===== config.mk =====
export PLATFORM = sky130hd
export DESIGN_NAME = pipe_hazard_ctrl
export DESIGN_NICKNAME = d
export VERILOG_FILES = /design/src/rtl/pipe_hazard_pkg.sv /design/src/rtl/pipe_hazard_ctrl_sat_cnt.sv /design/src/rtl/pipe_hazard_ctrl.sv
export SDC_FILE = /design/constraint.sdc
export NUM_CORES = 1
export LEC_CHECK = 0
export CAP_MARGIN = 20
export CORE_MARGIN = 10
export CORE_UTILIZATION = 35
export DETAILED_ROUTE_END_ITERATION = 6
export PLACE_DENSITY = 0.85
export SLEW_MARGIN = 20
export SYNTH_ARGS = -nofsm -noshare
export SYNTH_HDL_FRONTEND = slang
export SYNTH_SLANG_ARGS = --single-unit

===== constraint.sdc =====
create_clock -name clk -period 2.1 [get_ports clk]
set_clock_uncertainty 0.15 [all_clocks]
set_input_delay 0.21 -clock clk [delete_from_list [all_inputs] [get_ports clk]]
set_output_delay 0.21 -clock clk [all_outputs]
set_load 0.01 [all_outputs]

===== src/rtl/pipe_hazard_pkg.sv =====
// Shared types and constants for the pipeline hazard controller.
// The state enum, the multiply/divide latency and the load-use hazard test live here.
package pipe_hazard_pkg;

    typedef enum logic [1:0] {
        RUN    = 2'd0,
        MDBUSY = 2'd1,
        HALT   = 2'd2
    } haz_state_t;

    localparam int                  MD_CNT_W = 3;
    localparam logic [MD_CNT_W-1:0] MD_LAT   = 3'd4;
    localparam int                  STAT_W   = 16;

    // Register 0 is hardwired to zero, so a load into r0 can never create a dependency.
    function automatic logic load_use_hazard(
        input logic       memtoreg,
        input logic       regwrite,
        input logic [4:0] wb_reg,
        input logic [4:0] rs,
        input logic [4:0] rt,
        input logic       uses_rs,
        input logic       uses_rt
    );
        return memtoreg & regwrite & (wb_reg != 5'd0) &
               ((uses_rs & (rs == wb_reg)) | (uses_rt & (rt == wb_reg)));
    endfunction

endpackage


===== src/rtl/pipe_hazard_ctrl_sat_cnt.sv =====
// haz_sat_cnt: saturating up-counter with synchronous clear, used for hazard statistics.
// It stops at all-ones instead of wrapping.
module haz_sat_cnt #(
    parameter int W = 16
) (
    input  logic         clk,
    input  logic         clr,
    input  logic         inc,
    output logic [W-1:0] count
);

    always_ff @(posedge clk) begin
        if (clr) begin
            count <= '0;
        end else if (inc && (count != {W{1'b1}})) begin
            count <= count + 1'b1;
        end
    end

endmodule


===== src/rtl/pipe_hazard_ctrl.sv =====
// Pipeline hazard controller: load-use stalls, control-transfer flushes, HI/LO freeze and halt.
// Define HAZ_STATS_EN to build the stall/flush statistic counters; otherwise they read as 0.
//
// state  | meaning
// RUN    | normal issue; stalls on load-use, flushes on taken control transfer
// MDBUSY | pipeline frozen while the multi-cycle HI/LO operation completes
// HALT   | frozen after a retired syscall until go is asserted
module pipe_hazard_ctrl
    import pipe_hazard_pkg::*;
(
    input  logic        clk,
    input  logic        CLR,
    input  logic [4:0]  ID_rs,
    input  logic [4:0]  ID_rt,
    input  logic        ID_UsesRs,
    input  logic        ID_UsesRt,
    input  logic        EX_MemtoReg,
    input  logic        EX_RegWrite,
    input  logic [4:0]  EX_WbRegNum,
    input  logic        EX_BranchTaken,
    input  logic        EX_J,
    input  logic        EX_ERET,
    input  logic        EX_MultDiv,
    input  logic        WB_SYSCALL,
    input  logic        go,
    output logic        PC_EN,
    output logic        IFID_EN,
    output logic        IFID_CLR,
    output logic        IDEX_EN,
    output logic        IDEX_CLR,
    output logic        IDEX_bb,
    output logic        EXMEM_EN,
    output logic        halted,
    output logic [15:0] stall_cycles,
    output logic [15:0] flush_count
);

    haz_state_t          state;
    haz_state_t          state_next;
    logic [MD_CNT_W-1:0] md_cnt;
    logic [MD_CNT_W-1:0] md_cnt_next;
    logic                flush;
    logic                load_use;

    assign flush    = EX_BranchTaken | EX_J | EX_ERET;
    assign load_use = load_use_hazard(EX_MemtoReg, EX_RegWrite, EX_WbRegNum,
                                      ID_rs, ID_rt, ID_UsesRs, ID_UsesRt);

    always_ff @(posedge clk) begin
        if (CLR) begin
            state  <= RUN;
            md_cnt <= '0;
        end else begin
            state  <= state_next;
            md_cnt <= md_cnt_next;
        end
    end

    always_comb begin
        state_next  = state;
        md_cnt_next = md_cnt;
        PC_EN       = 1'b1;
        IFID_EN     = 1'b1;
        IFID_CLR    = 1'b0;
        IDEX_EN     = 1'b1;
        IDEX_CLR    = 1'b0;
        IDEX_bb     = 1'b0;
        EXMEM_EN    = 1'b1;
        halted      = 1'b0;

        if (CLR) begin
            PC_EN    = 1'b0;
            IFID_EN  = 1'b0;
            IDEX_EN  = 1'b0;
            EXMEM_EN = 1'b0;
            IFID_CLR = 1'b1;
            IDEX_CLR = 1'b1;
        end else begin
            case (state)
                RUN: begin
                    // A flush squashes the dependent instruction, so it overrides the stall.
                    if (flush) begin
                        IFID_CLR = 1'b1;
                        IDEX_CLR = 1'b1;
                    end else if (load_use) begin
                        PC_EN   = 1'b0;
                        IFID_EN = 1'b0;
                        IDEX_bb = 1'b1;
                    end

                    if (WB_SYSCALL) begin
                        state_next = HALT;
                    end else if (EX_MultDiv && !flush) begin
                        state_next  = MDBUSY;
                        md_cnt_next = MD_LAT;
                    end
                end

                MDBUSY: begin
                    PC_EN    = 1'b0;
                    IFID_EN  = 1'b0;
                    IDEX_EN  = 1'b0;
                    EXMEM_EN = 1'b0;
                    if (WB_SYSCALL) begin
                        state_next  = HALT;
                        md_cnt_next = '0;
                    end else begin
                        md_cnt_next = md_cnt - 1'b1;
                        if (md_cnt == MD_CNT_W'(1)) begin
                            state_next = RUN;
                        end
                    end
                end

                HALT: begin
                    PC_EN    = 1'b0;
                    IFID_EN  = 1'b0;
                    IDEX_EN  = 1'b0;
                    EXMEM_EN = 1'b0;
                    halted   = 1'b1;
                    if (go) begin
                        state_next = RUN;
                    end
                end

                default: begin
                    state_next  = RUN;
                    md_cnt_next = '0;
                end
            endcase
        end
    end

`ifdef HAZ_STATS_EN
    logic stall_inc;
    logic flush_inc;

    assign stall_inc = !CLR && !PC_EN;
    assign flush_inc = !CLR && (state == RUN) && flush;

    haz_sat_cnt #(.W(STAT_W)) u_stall_cnt (
        .clk   (clk),
        .clr   (CLR),
        .inc   (stall_inc),
        .count (stall_cycles)
    );

    haz_sat_cnt #(.W(STAT_W)) u_flush_cnt (
        .clk   (clk),
        .clr   (CLR),
        .inc   (flush_inc),
        .count (flush_count)
    );
`else
    assign stall_cycles = '0;
    assign flush_count  = '0;
`endif

endmodule


==> results of run 1 <==
## registers in the layout, summed over array words and instances, names as in the netlist
name and count:
md_cnt 3, state 2
## placed cells by master, fill, tap and decap left out, drive strengths merged, types with 4 or more instances in the layout
cell type / n
xnor2: 10
dlygate4sd2: 7
conb: 32
buf: 6
inv: 6
clkbuf: 4
ha: 5
clkdlybuf4s50: 26
nor3: 6
dfxtp: 5
## logic make-up (layout without fill, tap and decap cells)
family / after synthesis / after routing / share of synthesized area, %
AO/OA/AOI/OAI: 12 / 12 / 12.71
XOR/XNOR: 10 / 10 / 10.59
adder cells (fa/ha/maj): 5 / 5 / 7.564
buffers and inverters: 42 / 50 / 34.95
flip-flops: 5 / 5 / 12.10
multiplexers: 1 / 1 / 1.210
other: 1 / 32 / 0.4534
AND/OR/NAND/NOR: 27 / 27 / 20.42
## what timing repair did
| action | CTS | global route |
|---|---|---|
| setup endpoints to repair | 5 | 5 |
| resized for setup | 8 | 5 |
| pin swaps | 1 | 2 |
| gates cloned | 0 | 0 |
## worst max-delay path, stage by stage
cell and delay, ns:
clkdlybuf4s50_1 0.44, or3_4 0.41, a211oi_2 0.20, and3b_1 0.18, dlygate4sd2_1 0.27
## area by class of cell
type,count,area [sq um],area share [%]
Timing Repair Buffer,40,379.1,33.26
Tap cell,28,35.03,3.074
Multi-Input combinational cell,87,576.8,50.60
Inverter,6,22.52,1.976
Clock buffer,4,26.28,2.305
Sequential cell,5,100.1,8.782
## metrics by stage
stage / total power (W) / instances
finish: 0.0004843 / 170
global route: 0.0005240 / 170
CTS: 0.0004827 / 170
detailed placement: 0.0003713 / 166
global placement: 0.0003613 / 166
floorplan: 0.0003014 / 134
## power groups by stage
stage	Clock, W	Combinational [W]	Sequential, W
after floorplan	0	0.000191	0.000111
after global placement	0	0.000250	0.000111
after detailed placement	0	0.000259	0.000112
after CTS	0.000118	0.000254	0.000111
after global routing	0.000125	0.000287	0.000111
final	0.000111	0.000262	0.000111
## how the worst max path moves through the flow
stage                          startpoint       to  slack (ns)  depth (start not counted)
floorplan           state[0]$_SDFFE_PP0P_    PC_EN        0.30                          6
global placement           EX_WbRegNum[0]  IFID_EN       -0.25                          5
detailed placement         EX_WbRegNum[4]  IFID_EN       -0.31                          6
CTS                        EX_WbRegNum[1]  IFID_EN        0.04                          6
global route        state[0]$_SDFFE_PP0P_  IDEX_bb       -0.02                          6
finish                               EX_J  IDEX_bb        0.02                          5
## routing by layer
metal,vias to the layer above,wire (um)
li1,355,-
met1,326,860
met2,37,1357
met3,0,263
met4,0,0
met5,-,0
==> qor.txt, run 1 <==
RSZ-0062 raised after global routing - yes
Pint - 0.0003067 W
Final instance area - 1140 sq um
Met1 Track Usage GR - 9.736%
Die area - 4707 sq um
Leakage power - 0.5097 nW
Clock power share - 22.9%
Slew Limit Fails - 0
Mapped Area - 827.0 sq um
Reg2reg start - state[0]$_SDFFE_PP0P_
Die X - 68.61 um
Placed standard-cell area - 1097 sq um
Post-CTS Setup Repair Bufs - 0
Final Cycle Share - 98.90%
Ys flop type - dfxtp_1
Setup WS pre-CTS - -0.3052 ns
Port bufs - 34
HP Class - flop to flop
Vias per inst - 4.224
Post-synth ARST share - 0%
Sw Share - 36.68%
Largest net degree at the start of global routing - 11
Cell count after synthesis - 103
CTS root buf - clkbuf_4
Final TNS setup - 0 ns
CTS tree - yes
Worst hold path endpoint - state[1]$_SDFFE_PP0P_
Crit path kind - primary input to primary output
# IOs - 67
Core area - 2233 sq um
Drt pass-1 iters - 4
Nets - 175
Crit path required time - 1.74 ns
Post-synth cell types - 29
First-pass GRT wire length - 3.719 mm
Hold_buf cts - 0
Final Hold Vio Count - 0
Final core occ - 51.04%
# fillers - 233
Critical path capture point type - primary output
Flip-flop and latch count after synthesis - 5
R2R Path End - state[0]$_SDFFE_PP0P_
H-tree lvl count - 1
# rows - 17
R2R Setup Slk - 0.49 ns
Pwr Density - 424.9 nW/um^2
Flop pwr share - 22.9%
GRT Resource Usage Total - 10.28%
CP max FO - 2
Layout cells sized above 1 - 14.08%
Critical path launch point type - primary input
Initial antenna violation count - 0
Detail Placement HPWL - 2.141 mm
Met2 Use GR - 19.12%
Initial Util - 37.03%
Cell with the most instances after synthesis - buf_4
Detail Route Antenna Nets - 0
Yosys warns - 0
Area Overhead vs Synth - 37.82%
Placer congestion estimate - 0.8983
Setup WS post-layout - 0.02304 ns
Vias in the first global route - 794
Sequential-to-total area share from yosys stat - 12.10%
Min Hold Slack - 0.3601 ns
Worst r2r path cells - 7
Beginning of the worst hold path - state[1]$_SDFFE_PP0P_
Number of flops mapped to enable cells by yosys - 0
Post-synth top cells - buf_4, xnor2_1, nor3_1
Crit path DAT - 1.72 ns
Fmax - 481.5 MHz
Synth Area per Inst - 8.030 sq um
Final WL - 2.481 mm
Ant diodes - 0
Combinational fraction of design power - 54.2%
Hold depth - 2
# DRC - 0
NetSw - 0.0001777 W
Number of max-cap violations - 0
GR Util met3 - 4.026%
Largest cells by area after synthesis - buf_4, dfxtp_1, xnor2_1
Max VDD drop - 0.2473 mV
# setup viols final - 0
CTS clk-pin slew, worst paths - 0.04 ns
Grt ovf - 0
Avg WL per Cell - 14.59 um
Total CTS buffers - 3
Skew-Pair Late Insertion Delay - 0.24 ns
Share of the synthesized area in the top cell type - 31.77%
Clock Sinks - 5
CTS max path bufs - 2
Status - completed
Die Span Y - 68.61 um
Starting DRT DRC Count - 21
DR vias - 718
Yosys top cell by area - buf_4
Fin crit period - 2.077 ns
GRT busiest layer - met2
Note: power is estimated with default switching activity, not from simulation.
==> run 2, diff against run 1 <==
- CORE_MARGIN: 10 -> 5
==> qor.txt, run 2 (synthesis gave the netlist of run 1 again) <==
Worst r2r path cells - 7
Slowest stage delay, CP - 0.57 ns
Fmax - 484.1 MHz
Avg WL per Cell - 13.39 um
Number of max-cap violations - 0
Pwr Density - 419.3 nW/um^2
Min Hold Slack - 0.3291 ns
Area Overhead vs Synth - 40.70%
Final instance area - 1164 sq um
Vias in the first global route - 742
Placer congestion estimate - 0.8576
Slew Limit Fails - 0
Critical path capture point type - primary output
Status - completed
Starting DRT DRC Count - 4
Initial antenna violation count - 0
# setup viols final - 0
Total CTS buffers - 3
Hold_buf cts - 0
Skew-Pair Late Insertion Delay - 0.25 ns
Detail Route Antenna Nets - 0
Detail Placement HPWL - 1.873 mm
GRT Resource Usage Total - 12.52%
# IOs - 67
Reg2reg start - state[0]$_SDFFE_PP0P_
R2R Setup Slk - 0.48 ns
CP max FO - 3
Final Hold Vio Count - 0
Vias per inst - 4.308
Beginning of the worst hold path - state[1]$_SDFFE_PP0P_
Most frequent cells in the layout - conb_1, clkdlybuf4s50_1, xnor2_1
Worst path slowest cell - clkdlybuf4s50_1
Crit path DAT - 1.71 ns
Leakage power - 0.5339 nW
DR vias - 741
# rows - 17
Critical path launch point type - primary input
Largest net degree at the start of global routing - 11
Ant diodes - 0
# DRC - 0
Port bufs - 34
Die Span Y - 58.61 um
CTS tree - yes
H-tree lvl count - 1
Crit path kind - primary input to primary output
Placed Cells - 166
Max VDD drop - 0.2060 mV
Final WL - 2.303 mm
Largest Register - md_cnt
# fillers - 228
First-pass GRT wire length - 3.215 mm
Fin crit period - 2.066 ns
Final Cycle Share - 98.36%
Die X - 58.61 um
Drt pass-1 iters - 2
Crit path required time - 1.74 ns
Worst hold path endpoint - state[1]$_SDFFE_PP0P_
CP Cell Sequence - clkdlybuf4s50_1 -> xnor2_1 -> nand4_1 -> o22ai_2 -> buf_4 -> a221oi_2 -> clkbuf_2
Cell Count, Final, Fillers Out - 172
Most common cell after layout, fill and taps aside - conb_1
RSZ-0062 raised after global routing - yes
Die area - 3435 sq um
CTS max path bufs - 2
Grt ovf - 0
Layout cells sized above 1 - 15.97%
Nets - 177
R2R Path End - state[0]$_SDFFE_PP0P_
Core area - 2233 sq um
CTS root buf - clkbuf_4
Hold depth - 2
CTS clk-pin slew, worst paths - 0.04 ns
Placed standard-cell area - 1110 sq um
WP buf/inv - 3
Initial Util - 37.03%
Top delay family on crit path - buffers and inverters
HP Class - flop to flop
Top flop regs - md_cnt: 3 flops, state: 2 flops
Max reg flops - 3
Clock Sinks - 5
## run 2: area by class of cell
| class | count | area, sq um | area share, % |
|---|---|---|---|
| multi-input cells | 87 | 576.8 | 49.57 |
| well taps | 28 | 35.03 | 3.011 |
| flip-flops and latches | 5 | 100.1 | 8.602 |
| inverters | 6 | 22.52 | 1.935 |
| repair buffers | 42 | 402.9 | 34.62 |
| clock buffers | 4 | 26.28 | 2.258 |
## run 2: report_power, final
group          total [W]  leakage [nW]  switching (W)  internal [W]
logic           0.000261         0.478       0.000131      0.000130
registers       0.000111        0.0409     0.00000604      0.000104
clock network   0.000116        0.0150      0.0000440     0.0000721
total           0.000488         0.534       0.000181      0.000307
## run 2: worst max-delay path by stage
stage | start | endpoint | cells after the start
6_report | EX_WbRegNum[0] | IFID_EN | 7
5_1_grt | state[0]$_SDFFE_PP0P_ | halted | 4
3_3_place_gp | EX_WbRegNum[0] | IFID_EN | 5
2_1_floorplan | state[0]$_SDFFE_PP0P_ | PC_EN | 6
4_1_cts | EX_J | IFID_EN | 6
3_5_place_dp | EX_WbRegNum[0] | IFID_EN | 5
## run 2: what timing repair did
| action | CTS | global route |
|---|---|---|
| setup endpoints to repair | 5 | 6 |
| resized for setup | 15 | 4 |
| pin swaps | 2 | 2 |
| setup buffers | 1 | 1 |
## run 2: through the flow
step           util [%]  total power, W  TNS [ns]  setup slack, ns
3_5_place_dp      49.69       0.0003733    -1.164          -0.3520
3_3_place_gp      49.69       0.0003633   -0.9163          -0.2361
4_1_cts           52.04       0.0004922         0         0.004749
6_report          52.10       0.0004879         0          0.03448
5_1_grt           52.10       0.0005199  -0.08380         -0.04343
2_1_floorplan         -       0.0003014         0           0.3005
## run 2: tightest hold or removal path: cells and delay by family (launching register included)
kind / cells / cell delay [ns]
AND/OR/NAND/NOR: 1 / 0.06
flip-flops: 1 / 0.32
AO/OA/AOI/OAI: 1 / 0.05
## run 2: metal layers
layer | global-route usage, % | wire (um) | vias to the layer above
li1 | - | - | 360
met1 | 11.24 | 764 | 337
met2 | 23.76 | 1263 | 38
met3 | 2.851 | 187 | 6
met4 | 9.709 | 88 | 0
met5 | 0 | 0 | -
